### src/rtl/wallace_mult_pipe.sv
// wallace_mult_pipe: pipelined Wallace-tree multiplier with per-operation signed/unsigned mode.
// Stage 1 registers the partial products, middle stages share the 3:2 CSA levels,
// and the last stage does the carry-propagate add into the output register.
module wallace_mult_pipe #(
  parameter int WIDTH       = 8,
  parameter int PIPE_STAGES = 3
) (
  input  logic               clk,
  input  logic               rst_n,
  input  logic               in_valid,
  output logic               in_ready,
  input  logic [WIDTH-1:0]   a,
  input  logic [WIDTH-1:0]   b,
  input  logic               signed_mode,
  output logic               out_valid,
  input  logic               out_ready,
  output logic [2*WIDTH-1:0] p
);
  localparam int PW = 2 * WIDTH;
  localparam int NR = WIDTH + 1;  // WIDTH partial-product rows plus the Baugh-Wooley constant row

  typedef logic [NR-1:0][PW-1:0] rows_t;

  // Row count after one Wallace level: each triple becomes sum+carry, leftovers pass.
  function automatic int next_cnt(int n);
    return (n / 3) * 2 + (n % 3);
  endfunction

  function automatic int cnt_after(int lv);
    int n;
    n = NR;
    for (int i = 0; i < lv; i++) n = next_cnt(n);
    return n;
  endfunction

  function automatic int num_lvls();
    int n;
    int l;
    n = NR;
    l = 0;
    while (n > 2) begin
      n = next_cnt(n);
      l++;
    end
    return l;
  endfunction

  localparam int NLVL = num_lvls();

  // Levels completed by the end of stage s. With fewer than three stages the
  // whole tree sits in stage 1; otherwise the middle stages split it evenly.
  function automatic int lvl_done(int s);
    int m;
    m = (PIPE_STAGES > 2) ? PIPE_STAGES - 2 : 1;
    if (s <= 0) return 0;
    if (s >= PIPE_STAGES - 1) return NLVL;
    return (NLVL * (s - 1) + m - 1) / m;
  endfunction

  // Baugh-Wooley rows: bits pairing exactly one MSB are inverted in signed mode,
  // and the correction constant lives in its own row.
  function automatic rows_t pp_rows(logic [WIDTH-1:0] x, logic [WIDTH-1:0] y, logic sm);
    rows_t r;
    logic [PW-1:0] row;
    r = '0;
    for (int i = 0; i < WIDTH; i++) begin
      row = '0;
      for (int j = 0; j < WIDTH; j++)
        row[i+j] = (x[j] & y[i]) ^ (sm & ((i == WIDTH-1) != (j == WIDTH-1)));
      r[i] = row;
    end
    r[NR-1][WIDTH] = sm;
    r[NR-1][PW-1]  = sm;
    return r;
  endfunction

  // One carry-save level over the first n rows; carries shift up, top carry dropped.
  function automatic rows_t csa_level(rows_t r, int n);
    rows_t o;
    int g;
    o = '0;
    g = n / 3;
    for (int k = 0; k < NR / 3; k++) begin
      if (k < g) begin
        o[2*k]   = r[3*k] ^ r[3*k+1] ^ r[3*k+2];
        o[2*k+1] = ((r[3*k] & r[3*k+1]) | (r[3*k] & r[3*k+2]) | (r[3*k+1] & r[3*k+2])) << 1;
      end
    end
    for (int k = 0; k < 2; k++)
      if (k < n % 3) o[2*g+k] = r[3*g+k];
    return o;
  endfunction

  logic [PIPE_STAGES:1] vld_pipe;
  rows_t                stg_q [1:PIPE_STAGES];
  logic                 stall;

  assign out_valid = vld_pipe[PIPE_STAGES];
  assign p         = stg_q[PIPE_STAGES][0];
  assign stall     = out_valid & ~out_ready;
  assign in_ready  = ~stall;

  for (genvar s = 1; s <= PIPE_STAGES; s++) begin : g_stg
    localparam int LO = lvl_done(s - 1);
    localparam int HI = lvl_done(s);
    rows_t d_in;
    rows_t d_nxt;
    logic  v_in;

    if (s == 1) begin : g_first
      assign d_in = pp_rows(a, b, signed_mode);
      assign v_in = in_valid;
    end else begin : g_next
      assign d_in = stg_q[s-1];
      assign v_in = vld_pipe[s-1];
    end

    // This stage's share of CSA levels; the last stage closes with the CPA.
    always_comb begin
      d_nxt = d_in;
      for (int l = LO; l < HI; l++) d_nxt = csa_level(d_nxt, cnt_after(l));
      if (s == PIPE_STAGES) begin
        d_nxt[0] = d_nxt[0] + d_nxt[1];
        for (int k = 1; k < NR; k++) d_nxt[k] = '0;
      end
    end

    // Stage register: whole pipe freezes while the output is stalled.
    always_ff @(posedge clk) begin
      if (!rst_n) begin
        stg_q[s]    <= '0;
        vld_pipe[s] <= 1'b0;
      end else if (!stall) begin
        stg_q[s]    <= d_nxt;
        vld_pipe[s] <= v_in;
      end
    end
  end

endmodule

### config.mk
export PLATFORM = sky130hd
export DESIGN_NAME = wallace_mult_pipe
export DESIGN_NICKNAME = d
export VERILOG_FILES = /design/src/rtl/wallace_mult_pipe.sv
export SDC_FILE = /design/constraint.sdc
export NUM_CORES = 1
export LEC_CHECK = 0
export ABC_AREA = 1
export CAP_MARGIN = 10
export CORE_ASPECT_RATIO = 1.4
export CORE_UTILIZATION = 60
export DETAILED_ROUTE_END_ITERATION = 16
export GPL_TIMING_DRIVEN = 1
export HOLD_SLACK_MARGIN = 0.03
export MAX_ROUTING_LAYER = met4
export PLACE_DENSITY = 0.83
export SLEW_MARGIN = 10
export SYNTH_ARGS = -nofsm -noshare
export SYNTH_HDL_FRONTEND = slang
export SYNTH_SLANG_ARGS = --single-unit
### constraint.sdc
create_clock -name clk -period 4.35 [get_ports clk]
set_input_delay 0.87 -clock clk [delete_from_list [all_inputs] [get_ports clk]]
set_output_delay 0.87 -clock clk [all_outputs]
set_load 0.005 [all_outputs]
==> impl_metrics.json, run 1 <==
{
  "hold_depth": 2,
  "ctsHtreeMaxLevel": 3,
  "die_width_um": 86.5,
  "pin_count": 39,
  "final_common_cell": "inv_1",
  "clkPwrFrac": 0.291,
  "start_util": 0.627,
  "post-route-period-util": 0.673,
  "yosys.area.top_type": "edfxtp_1",
  "antenna_found_initial": 0,
  "die_area_mm2": 0.0104,
  "synth.avg_cell_area_um2": 11.0,
  "critPathMaxFanout": 3,
  "yosysUniqueCellTypes": 24,
  "cpMostUsedCell": "clkdlybuf4s50_1",
  "r2r_end": "stg_q[0][170]$_SDFFCE_PN0P_",
  "most-common-layout-cells": "114 x inv_1, 108 x edfxtp_1, 103 x nor2_1",
  "ff_latch_area_mm2": 0.00330,
  "crit_chain": "clkdlybuf4s50_1 -> nor2_2 -> inv_1 -> clkdlybuf4s50_1",
  "wl_per_cell_um": 14.9,
  "r2r_cells": 8,
  "cts_setup_buffers": 0,
  "worst_slack_ps": 1420,
  "path_delay_family": "buffers and inverters",
  "fmax_mhz": 341,
  "hold_path_class": "register to register",
  "worstHoldEndpoint": "g_stg[2].v_in$_SDFFE_PN0N_",
  "setup_viol": 0,
  "track_usage": 0.244,
  "final_max_slew_viol_count": 0,
  "worst_slew_pin_slew_ps": 925,
  "clk_path_buf_depth": 2,
  "max_cap_viol_count": 0,
  "dieHeight_um": 120,
  "r2r_start": "stg_q[0][146]$_SDFFCE_PN0P_",
  "finalCriticalPeriod_ps": 2930,
  "antenna_cells": 0,
  "cp_data_required_time_ps": 3480,
  "grt_pass1_vias": 4004,
  "drive_above_1_share": 0.0576,
  "critPathArrivalTime_ps": 2060,
  "p_sw_frac": 0.280,
  "worst_path_max_delay_cell": "clkdlybuf4s50_1",
  "grt_pass1_wl_mm": 18.1,
  "finalClockSkew_ps": 6.31,
  "io_buffers": 38,
  "netlist.area_leader.share": 0.541,
  "drt_iter0_markers": 329,
  "status": "complete, no violations",
  "cp.buffers_inverters": 3,
  "r2r_slack_ps": 1430,
  "clockRootBuffer": "clkbuf_16",
  "crit_type": "input pin to primary output",
  "drc": 0,
  "end_kind": "primary output",
  "routed_wl_mm": 10.8,
  "vias": 3840,
  "grt_max_degree": 73,
  "hold_viol": 0,
  "cts_tree": "done",
  "rsz0062_at_grt": "false",
  "cts_buffers": 9,
  "power.total_w": 0.00270,
  "max_slew_margin": 0.383,
  "postCtsHoldBufs": 0,
  "p_comb_frac": 0.213,
  "ys_top_cells_by_area": "edfxtp_1 54%, fa_1 13%, inv_1 7.1%, ha_1 6.9%, nor2_1 6.4%",
  "syn_nets": 637,
  "path_clk_slew_ps": 70,
  "dr.pass1.iters": 5,
  "layout.nets": 678,
  "netlist_instances": 544,
  "clkSinkCount": 111,
  "p_int_w": 0.00194,
  "seq_area_frac_synth": 0.551,
  "p_sw_w": 0.000756,
  "core_mm2": 0.00956,
  "power_density_mw_per_mm2": 397,
  "hp-start": "g_stg[2].v_in$_SDFFE_PN0N_",
  "grt_overflow": 0,
  "ant_nets": 0,
  "area_delta_synth_final_pct": 13.3,
  "clock_latency_ps": 350,
  "power.leakage_nw": 3.14,
  "yosys_warnings": 0,
  "place.gp.congestion": 0.940,
  "ir_worst_vdd_mv": 0.286,
  "pre_cts_slack_ps": 1410,
  "vias_per_cell": 5.32,
  "ys_ff_latch": 111,
  "critPathLaunchType": "input pin",
  "fillCellCount": 688,
  "netlist_area_mm2": 0.00599,
  "rows": 42,
  "critical_path.max_stage_delay_ps": 450,
  "dp_hpwl_mm": 7.74,
  "pwr-share-seq": 0.495,
  "cts_resized": 0,
  "fin_setup_tns_ps": 0,
  "multi_input_area_mm2": 0.00219
}
==> power by group through the flow <==
| stage | sequential [W] | combinational, W | clock (W) |
|---|---|---|---|
| after detailed placement | 0.00136 | 0.000568 | 0 |
| after global routing | 0.00135 | 0.000667 | 0.000843 |
| final | 0.00134 | 0.000575 | 0.000785 |
| after floorplan | 0.00136 | 0.000377 | 0 |
| after CTS | 0.00134 | 0.000578 | 0.000794 |
| after global placement | 0.00135 | 0.000526 | 0 |
==> per-stage QoR <==
stage | instance area (µm²) | instances | util | hold slack, ps
2_1_floorplan | 5990 | 544 | - | 441
3_3_place_gp | 6510 | 706 | 0.681 | 459
3_5_place_dp | 6510 | 706 | 0.681 | 473
4_1_cts | 6790 | 722 | 0.710 | 484
5_1_grt | 6790 | 722 | 0.710 | 502
6_report | 6790 | 722 | 0.710 | 476
==> state kept, by name, indices dropped and copies added, names as in the netlist <==
| signal | flops |
|---|---|
| stg_q | 108 |
| g_stg.v_in | 2 |
| out_valid | 1 |
==> worst max path at each step <==
stage / startpoint / end / slack (ps) / depth (start not counted)
floorplan: out_ready / stg_q[0][100]$_SDFFCE_PN0P_ / 490 / 2
global placement: out_ready / in_ready / 1450 / 4
detailed placement: rst_n / stg_q[0][250]$_SDFFCE_PN0P_ / 1410 / 5
CTS: out_ready / in_ready / 1420 / 4
global route: stg_q[0][125]$_SDFFCE_PN0P_ / stg_q[0][170]$_SDFFCE_PN0P_ / 1330 / 8
finish: out_ready / in_ready / 1420 / 4
==> kinds of logic (layout without fill, tap and decap cells) <==
kind of cell	after synthesis	count (layout)	synth area share
AOI/OAI and AO/OA	43	43	0.0361
DFF	111	111	0.551
xor gates and xnor gates	2	2	0.00292
adders and majority gates	72	72	0.199
buffers and inverters	130	176	0.0841
and+or+nand+nor	186	186	0.127
==> worst min-delay path: cells and delay by family, from the launching register on <==
family                 cells  cell delay, ps
AOI/OAI and AO/OA          1              70
buffers and inverters      1              60
DFF                        1             300
==> cell type report <==
cell class                 instances  area share
sequential                       111       0.486
multi-input combinational        303       0.323
inverter                         120      0.0663
timing repair buffer              40      0.0582
clock buffer                       9      0.0332
tap                              132      0.0243
clock inverter                     7     0.00829
==> synth_stat cells (all sizes together) <==
| cell | instances |
|---|---|
| xnor2 | 2 |
| dfxtp | 3 |
| nand2 | 59 |
| inv | 120 |
| fa | 39 |
| a21oi | 22 |
| buf | 9 |
| nand4 | 2 |
| edfxtp | 108 |
| or2 | 1 |
| ha | 33 |
| nand3 | 16 |
| nor2 | 107 |
| o22ai | 1 |
| clkbuf | 1 |
| nor3b | 1 |
| o21ai | 20 |
==> metal layers <==
metal | vias up | track usage | wire (µm)
li1 | 1807 | - | -
met1 | 1838 | 0.269 | 4030
met2 | 153 | 0.417 | 5780
met3 | 42 | 0.0491 | 552
met4 | 0 | 0.121 | 403
met5 | - | - | 0
Note: power is estimated with default switching activity, not from simulation.
==> run 2: changes to the inputs <==
- clock period: 4.35 -> 2.9 ns (I/O delays scaled with it)
==> impl_metrics.json, run 2 (synthesis results as in run 1) <==
{
  "io_buffers": 38,
  "critPathMaxFanout": 1,
  "rsz0062_at_grt": "true",
  "power.total_w": 0.00401,
  "dp_hpwl_mm": 7.26,
  "largest_reg_flops": 108,
  "layout.nets": 680,
  "path_clk_slew_ps": 70,
  "crit_type": "register to register",
  "power.leakage_nw": 3.16,
  "cts_tree": "done",
  "fmax_mhz": 350,
  "max_cap_viol_count": 0,
  "clk_path_buf_depth": 2,
  "p_sw_frac": 0.278,
  "hold_path_class": "register to register",
  "finalCriticalPeriod_ps": 2860,
  "vias": 3710,
  "area_delta_synth_final_pct": 13.8,
  "die_width_um": 86.5,
  "ctsHtreeMaxLevel": 3,
  "vias_per_cell": 5.13,
  "crit_end": "stg_q[0][170]$_SDFFCE_PN0P_",
  "hold_viol": 0,
  "clkPwrFrac": 0.289,
  "pwr-share-seq": 0.499,
  "drc": 0,
  "antenna_found_initial": 0,
  "clockRootBuffer": "clkbuf_16",
  "cts_resized": 0,
  "end_kind": "register",
  "final_common_cell": "inv_1",
  "p_sw_w": 0.00112,
  "critPathArrivalTime_ps": 2950,
  "p_int_w": 0.00290,
  "worst_slew_pin_slew_ps": 477,
  "grt_overflow": 0,
  "dr.pass1.iters": 4,
  "p_comb_frac": 0.212,
  "ant_nets": 0,
  "critPathLaunch": "stg_q[0][146]$_SDFFCE_PN0P_",
  "final_max_slew_viol_count": 0,
  "drt_iter0_markers": 279,
  "dieHeight_um": 120,
  "routed_wl_mm": 10.3,
  "track_usage": 0.228,
  "r2r_cells": 8,
  "grt_pass1_wl_mm": 17.0,
  "cts_setup_buffers": 0,
  "crit_chain": "fa_1 -> inv_1 -> fa_1 -> fa_1 -> inv_1 -> fa_1 -> inv_1 -> nor2_1",
  "status": "complete, no violations",
  "max_slew_margin": 0.682,
  "place.gp.congestion": 0.991,
  "finalClockSkew_ps": 6.48,
  "drive_above_1_share": 0.0592,
  "power_density_mw_per_mm2": 588,
  "r2r_slack_ps": 40,
  "top_register": "stg_q",
  "clock_latency_ps": 360,
  "setup_viol": 0,
  "pin_count": 39,
  "die_area_mm2": 0.0104,
  "wl_per_cell_um": 14.3,
  "post-route-period-util": 0.985,
  "cts_buffers": 9,
  "worst_path_max_delay_cell": "fa_1",
  "cpMostUsedCell": "fa_1",
  "antenna_cells": 0,
  "rows": 42,
  "grt_max_degree": 48,
  "r2r_end": "stg_q[0][170]$_SDFFCE_PN0P_",
  "start_util": 0.627,
  "grt_pass1_vias": 3832,
  "most-common-layout-cells": "114 x inv_1, 108 x edfxtp_1, 103 x nor2_1",
  "instances_no_fill": 723,
  "critical_path.max_stage_delay_ps": 540,
  "ir_worst_vdd_mv": 0.446,
  "core_mm2": 0.00956,
  "post-place-cells": 708,
  "postCtsHoldBufs": 0,
  "final_util": 0.713,
  "cp_data_required_time_ps": 2990,
  "r2r_start": "stg_q[0][146]$_SDFFCE_PN0P_",
  "clkSinkCount": 111,
  "critPathLaunchType": "register"
}
[run 2: cell types whose count changed in the layout (fill, tap and decap cells not counted), sizes merged]
| cell | delta |
|---|---|
| inv | -2 |
| clkinv | +1 |
| buf | +2 |
[run 2: worst min-delay path by stage]
stage	cells after the start	endpoint	slack [ps]	from
3_3_place_gp	2	g_stg[2].v_in$_SDFFE_PN0N_	450	g_stg[2].v_in$_SDFFE_PN0N_
3_5_place_dp	2	g_stg[2].v_in$_SDFFE_PN0N_	470	g_stg[2].v_in$_SDFFE_PN0N_
2_1_floorplan	2	g_stg[2].v_in$_SDFFE_PN0N_	440	g_stg[2].v_in$_SDFFE_PN0N_
4_1_cts	2	g_stg[2].v_in$_SDFFE_PN0N_	480	g_stg[2].v_in$_SDFFE_PN0N_
6_report	2	g_stg[2].v_in$_SDFFE_PN0N_	480	g_stg[2].v_in$_SDFFE_PN0N_
5_1_grt	2	g_stg[2].v_in$_SDFFE_PN0N_	490	g_stg[2].v_in$_SDFFE_PN0N_
[run 2: routing by layer]
| metal | vias up | part of all wire | track usage |
|---|---|---|---|
| met3 | 35 | 0.040 | 0.0382 |
| met4 | 0 | 0.035 | 0.128 |
| met2 | 106 | 0.53 | 0.397 |
| met5 | - | 0 | - |
| li1 | 1809 | - | - |
| met1 | 1760 | 0.40 | 0.245 |
[run 2: cell type report]
class	instances	area (µm²)
multi-input combinational	303	2190
sequential	111	3300
tap	132	165
inverter	120	450
timing repair buffer	42	435
clock inverter	6	47.5
clock buffer	9	225
fill	679	2740
[run 2: metrics by stage]
| stage | TNS [ps] | hold slack (ps) | setup WS (ps) | cell area [µm²] |
|---|---|---|---|---|
| 4_1_cts | 0 | 481 | 20.7 | 6820 |
| 5_1_grt | -45.4 | 490 | -45.4 | 6820 |
| 3_5_place_dp | 0 | 471 | 60.3 | 6550 |
| 3_3_place_gp | 0 | 454 | 79.1 | 6550 |
| 2_1_floorplan | 0 | 441 | 131 | 6000 |
| 6_report | 0 | 478 | 43.3 | 6820 |
[run 2: power by group through the flow]
stage / Sequential (W) / Clock, W / Combinational [W]
CTS: 0.00201 / 0.00117 / 0.000859
global route: 0.00202 / 0.00123 / 0.000979
floorplan: 0.00203 / 0 / 0.000566
global placement: 0.00203 / 0 / 0.000789
finish: 0.00200 / 0.00116 / 0.000851
detailed placement: 0.00204 / 0 / 0.000831
[run 2: critical path: cells and delay by family (launching register included)]
kind / cells / cell delay, ps
fa+ha+maj: 4 / 1980
buf+inv: 3 / 180
simple gates: 1 / 40
flops: 1 / 400
==> run 3: changes to the inputs <==
- CTS_BUF_LIST: default -> sky130_fd_sc_hd__clkbuf_16
==> results of run 3 <==
Final layout, timing and power as in run 2 (identical DEF).
